===== src/rtl/add_1b_pkg.sv =====
// Shared definitions for the add_1b full-adder slice: counter width default,
// adder implementation selector and the arithmetic reference function.
package add_1b_pkg;

  localparam int unsigned CNT_W_DEFAULT = 8;

  typedef enum logic {
    FA_GATE  = 1'b0,
    FA_ARITH = 1'b1
  } fa_impl_e;

  // Returns {co, r} from a widened 2-bit add.
  function automatic logic [1:0] fa_sum_carry(input logic a, input logic b, input logic ci);
    logic [1:0] s;
    s = {1'b0, a} + {1'b0, b} + {1'b0, ci};
    return s;
  endfunction

endpackage


===== src/rtl/add_1b_core.sv =====
// Combinational 1-bit full adder; IMPL picks the gate-level or the
// arithmetic formulation so a checker copy can differ structurally.
module add_1b_core
  import add_1b_pkg::*;
#(
  parameter fa_impl_e IMPL = FA_GATE
) (
  input  logic a_i,
  input  logic b_i,
  input  logic ci_i,
  output logic r_o,
  output logic co_o
);

  generate
    if (IMPL == FA_ARITH) begin : g_arith
      assign {co_o, r_o} = fa_sum_carry(a_i, b_i, ci_i);
    end else begin : g_gate
      assign r_o  = a_i ^ b_i ^ ci_i;
      assign co_o = (a_i & b_i) | (a_i & ci_i) | (b_i & ci_i);
    end
  endgenerate

endmodule


===== src/rtl/add_1b.sv =====
// Full adder with registered capture, saturating carry-event counter and an
// optional sticky self-check (define ADD_1B_CHECK_EN to add port err).
module add_1b
  import add_1b_pkg::*;
#(
  parameter int unsigned CNT_W = CNT_W_DEFAULT
) (
  input  logic             clk,
  input  logic             rst_n,
  input  logic             a,
  input  logic             b,
  input  logic             ci,
  output logic             r,
  output logic             co,
  input  logic             vld_i,
  output logic             r_q,
  output logic             co_q,
  output logic             vld_q,
  output logic [CNT_W-1:0] cnt_q,
  output logic             cnt_sat
`ifdef ADD_1B_CHECK_EN
  ,
  output logic             err
`endif
);

  logic             r_d;
  logic             co_d;
  logic             vld_d;
  logic [CNT_W-1:0] cnt_d;

  add_1b_core #(
    .IMPL (FA_GATE)
  ) u_core (
    .a_i  (a),
    .b_i  (b),
    .ci_i (ci),
    .r_o  (r),
    .co_o (co)
  );

  assign cnt_sat = (cnt_q == '1);

  always_comb begin
    r_d   = r_q;
    co_d  = co_q;
    cnt_d = cnt_q;
    vld_d = vld_i;
    if (vld_i) begin
      r_d  = r;
      co_d = co;
      if (co && !cnt_sat) begin
        cnt_d = cnt_q + CNT_W'(1);
      end
    end
  end

  always_ff @(posedge clk or negedge rst_n) begin
    if (!rst_n) begin
      r_q   <= 1'b0;
      co_q  <= 1'b0;
      vld_q <= 1'b0;
      cnt_q <= '0;
    end else begin
      r_q   <= r_d;
      co_q  <= co_d;
      vld_q <= vld_d;
      cnt_q <= cnt_d;
    end
  end

`ifdef ADD_1B_CHECK_EN
  logic chk_r;
  logic chk_co;
  logic err_d;

  add_1b_core #(
    .IMPL (FA_ARITH)
  ) u_core_chk (
    .a_i  (a),
    .b_i  (b),
    .ci_i (ci),
    .r_o  (chk_r),
    .co_o (chk_co)
  );

  assign err_d = err | (r ^ chk_r) | (co ^ chk_co);

  always_ff @(posedge clk or negedge rst_n) begin
    if (!rst_n) begin
      err <= 1'b0;
    end else begin
      err <= err_d;
    end
  end
`endif

endmodule


===== config.mk =====
export PLATFORM = sky130hd
export DESIGN_NAME = add_1b
export DESIGN_NICKNAME = d
export VERILOG_FILES = /design/src/rtl/add_1b_pkg.sv /design/src/rtl/add_1b_core.sv /design/src/rtl/add_1b.sv
export SDC_FILE = /design/constraint.sdc
export NUM_CORES = 1
export LEC_CHECK = 0
export CORE_AREA = 2 2 39 41
export DETAILED_ROUTE_END_ITERATION = 8
export DIE_AREA = 0 0 41 43
export GPL_TIMING_DRIVEN = 0
export PLACE_DENSITY_LB_ADDON = 0.2
export SYNTH_ARGS = -nofsm -noshare
export SYNTH_HDL_FRONTEND = slang
export SYNTH_SLANG_ARGS = --single-unit

===== constraint.sdc =====
create_clock -name clk -period 1.95 [get_ports clk]
set_clock_uncertainty 0.05 [all_clocks]
set_input_delay 0.195 -clock clk [delete_from_list [all_inputs] [get_ports clk]]
set_output_delay 0.195 -clock clk [all_outputs]
set_load 0.01 [all_outputs]

==> reports/qor.yml, run 1 <==
io_buffers: 19
syn_area_um2: 528
status: "completed"
clk-insertion-delay-late_ns: 0.26
start_util: 0.382
grt_pass1_wl_um: 1690
viasPerCell: 4.89
synth_edf_count: 0
antenna_found_initial: 0
relSlewSlack: 0.649
clockBufferDepth: 2
routedWlPerCell_um: 12.6
cts_buffers: 3
cap_violations: 0
multi_input_area_um2: 249
p_leak_nw: 0.335
arrival_ns: 1.59
hp-class: "in2async"
ant_nets: 0
fin_crit_sh: 0.940
gp_routability_congestion: 0.720
drt-initial-drc-count: 4
synth_flop_cell: "dfrtp_1"
num_antenna_cells: 0
grt_start_max_net_pins: 12
p_per_area_mw_per_mm2: 1160
ys_warn_count: 0
critPathMaxFanout: 3
cts.sinks: 11
num_vias: 411
rsz0062_at_grt: "no"
ff2ff_path_depth: 4
synth.most_common_cell: "dfrtp_1"
required_ns: 1.70
hold_buffers: 0
timing.hold.ws_ns: 0.222
clock.fmax_mhz: 545
dieHeight_um: 43
synth_common_cells: "dfrtp_1 (11), nand2_1 (4), a21oi_1 (3), nand3_1 (3), nor2_1 (3)"
row_count: 14
dp_hpwl_um: 829
avgSynthCellArea_um2: 12.0
r2r_setup_slack_ns: 0.50
die_area_mm2: 0.00176
synth_top_area_share: 0.521
overflow: 0
hold_viol: 0
ys_seq_area_frac: 0.521
slew_violations: 0
htreeDepth: 1
endpoint_kind: "output port"
regToRegEndpoint: "cnt_q[1]$_DFFE_PN0P_"
core_area_mm2: 0.00138
critPathKind: "in2out"
first_pass_iters: 3
tns_ns: 0
cts_tree: "yes"
post-route-drc-count: 0
yosysTopAreaCell: "dfrtp_1"
synth_cell_types: 22
fin_crit_ns: 1.83
synth_cells: 44
worstMarginPinSlew_ns: 0.524
synth-seq-cells: 11
setup_viol: 0
ir_drop_uv: 576
cts.clk_slew.worst_paths_ns: 0.07
setup_ws_ns: 0.116
fill_cells: 131
grt_use_total: 0.143
nets: 77
drive_gt1_frac: 0.191
cts_root_buf: "clkbuf_4"
dp_slack_ns: -0.0194
die_width_um: 41
postSynth.asyncResetShare: 1.00
cp-start-kind: "input port"
drt_wl_total_um: 1060
area_delta_synth_final_pct: 46.0
seq_area_um2: 277
synth_nets: 52
timing.rr.start: "cnt_q[0]$_DFFE_PN0P_"
synth_top_cells_by_area: "dfrtp_1 (52%), mux2_2 (4.3%), nand4_4 (4.0%), fa_1 (3.8%), xnor2_1 (3.3%)"
io_pins: 20
grt_pass1_vias: 412
==> registers in the layout, indices dropped and copies added (netlist names) <==
name and count:
co_q 1, r_q 1, vld_q 1, cnt_q 8
==> critical path: stages <==
cell,delay [ns]
clkdlybuf4s50_1,0.43
fa_1,0.47
clkdlybuf4s50_1,0.50
==> stage by stage <==
step / instances / instance area [µm²] / power, mW / utilization
after floorplan: 44 / 528 / 0.532 / -
after global placement: 79 / 738 / 0.719 / 0.533
after detailed placement: 79 / 738 / 0.730 / 0.533
after CTS: 84 / 771 / 0.902 / 0.557
after global routing: 84 / 771 / 0.955 / 0.557
final: 84 / 771 / 0.892 / 0.557
==> cell type report <==
| type | instances | area share |
|---|---|---|
| flip-flops and latches | 11 | 0.359 |
| multi-input cells | 32 | 0.323 |
| repair buffers | 20 | 0.253 |
| clock buffers | 4 | 0.0341 |
| well taps | 16 | 0.0260 |
| inverters | 1 | 0.00487 |
==> report_power, final <==
group / total, mW / internal (mW) / switching [mW]
Clock: 0.156 / 0.0790 / 0.0773
Sequential: 0.393 / 0.299 / 0.0934
Combinational: 0.343 / 0.205 / 0.137
Total: 0.892 / 0.583 / 0.308
==> placed cells by master, fill, tap and decap left out, types with 2 or more instances in the layout <==
cell type and count:
clkbuf_4 3, nor2_1 3, clkdlybuf4s50_1 17, dlygate4sd2_1 2, mux2_2 2, nand3_1 3, a21oi_1 3, dfrtp_1 10
xor2_1 2, xnor2_1 2, nand2_1 4
==> worst max-delay path by stage <==
| stage | start | end | slack (ns) | cells past startpoint |
|---|---|---|---|---|
| after floorplan | cnt_q[0]$_DFFE_PN0P_ | cnt_q[1]$_DFFE_PN0P_ | 0.49 | 4 |
| final | a | co | 0.12 | 3 |
| after global placement | a | r | -0.02 | 3 |
| after global routing | a | co | 0.08 | 3 |
| after detailed placement | a | r | -0.02 | 3 |
| after CTS | a | co | 0.11 | 3 |
==> routing by layer <==
metal  share of wire  vias up  GRT usage  wire, µm
li1                -      200          -         -
met1            0.45      199      0.180       479
met2            0.49       12      0.216       523
met3           0.055        0     0.0471        58
met4               0        0     0.0600         0
met5               0        -          0         0
==> repair_timing <==
action                     4_1_cts  5_1_grt
buffers inserted                 1        0
resized for setup                3        0
setup endpoints to repair        2        0
==> cells by family after synthesis <==
family,Yosys count,share of synthesized area
adders and majority gates,2,0.0616
and+or+nand+nor,17,0.213
xor gates and xnor gates,4,0.0664
AOI/OAI and AO/OA,6,0.0663
DFF,11,0.521
muxes,3,0.0640
buffers and inverters,1,0.00710
Power figures use the tool's default switching activity.
==> run 2, diff against run 1 <==
- SLEW_MARGIN: not set -> 15
==> results of run 2 <==
Final layout, timing and power as in run 1 (identical DEF).
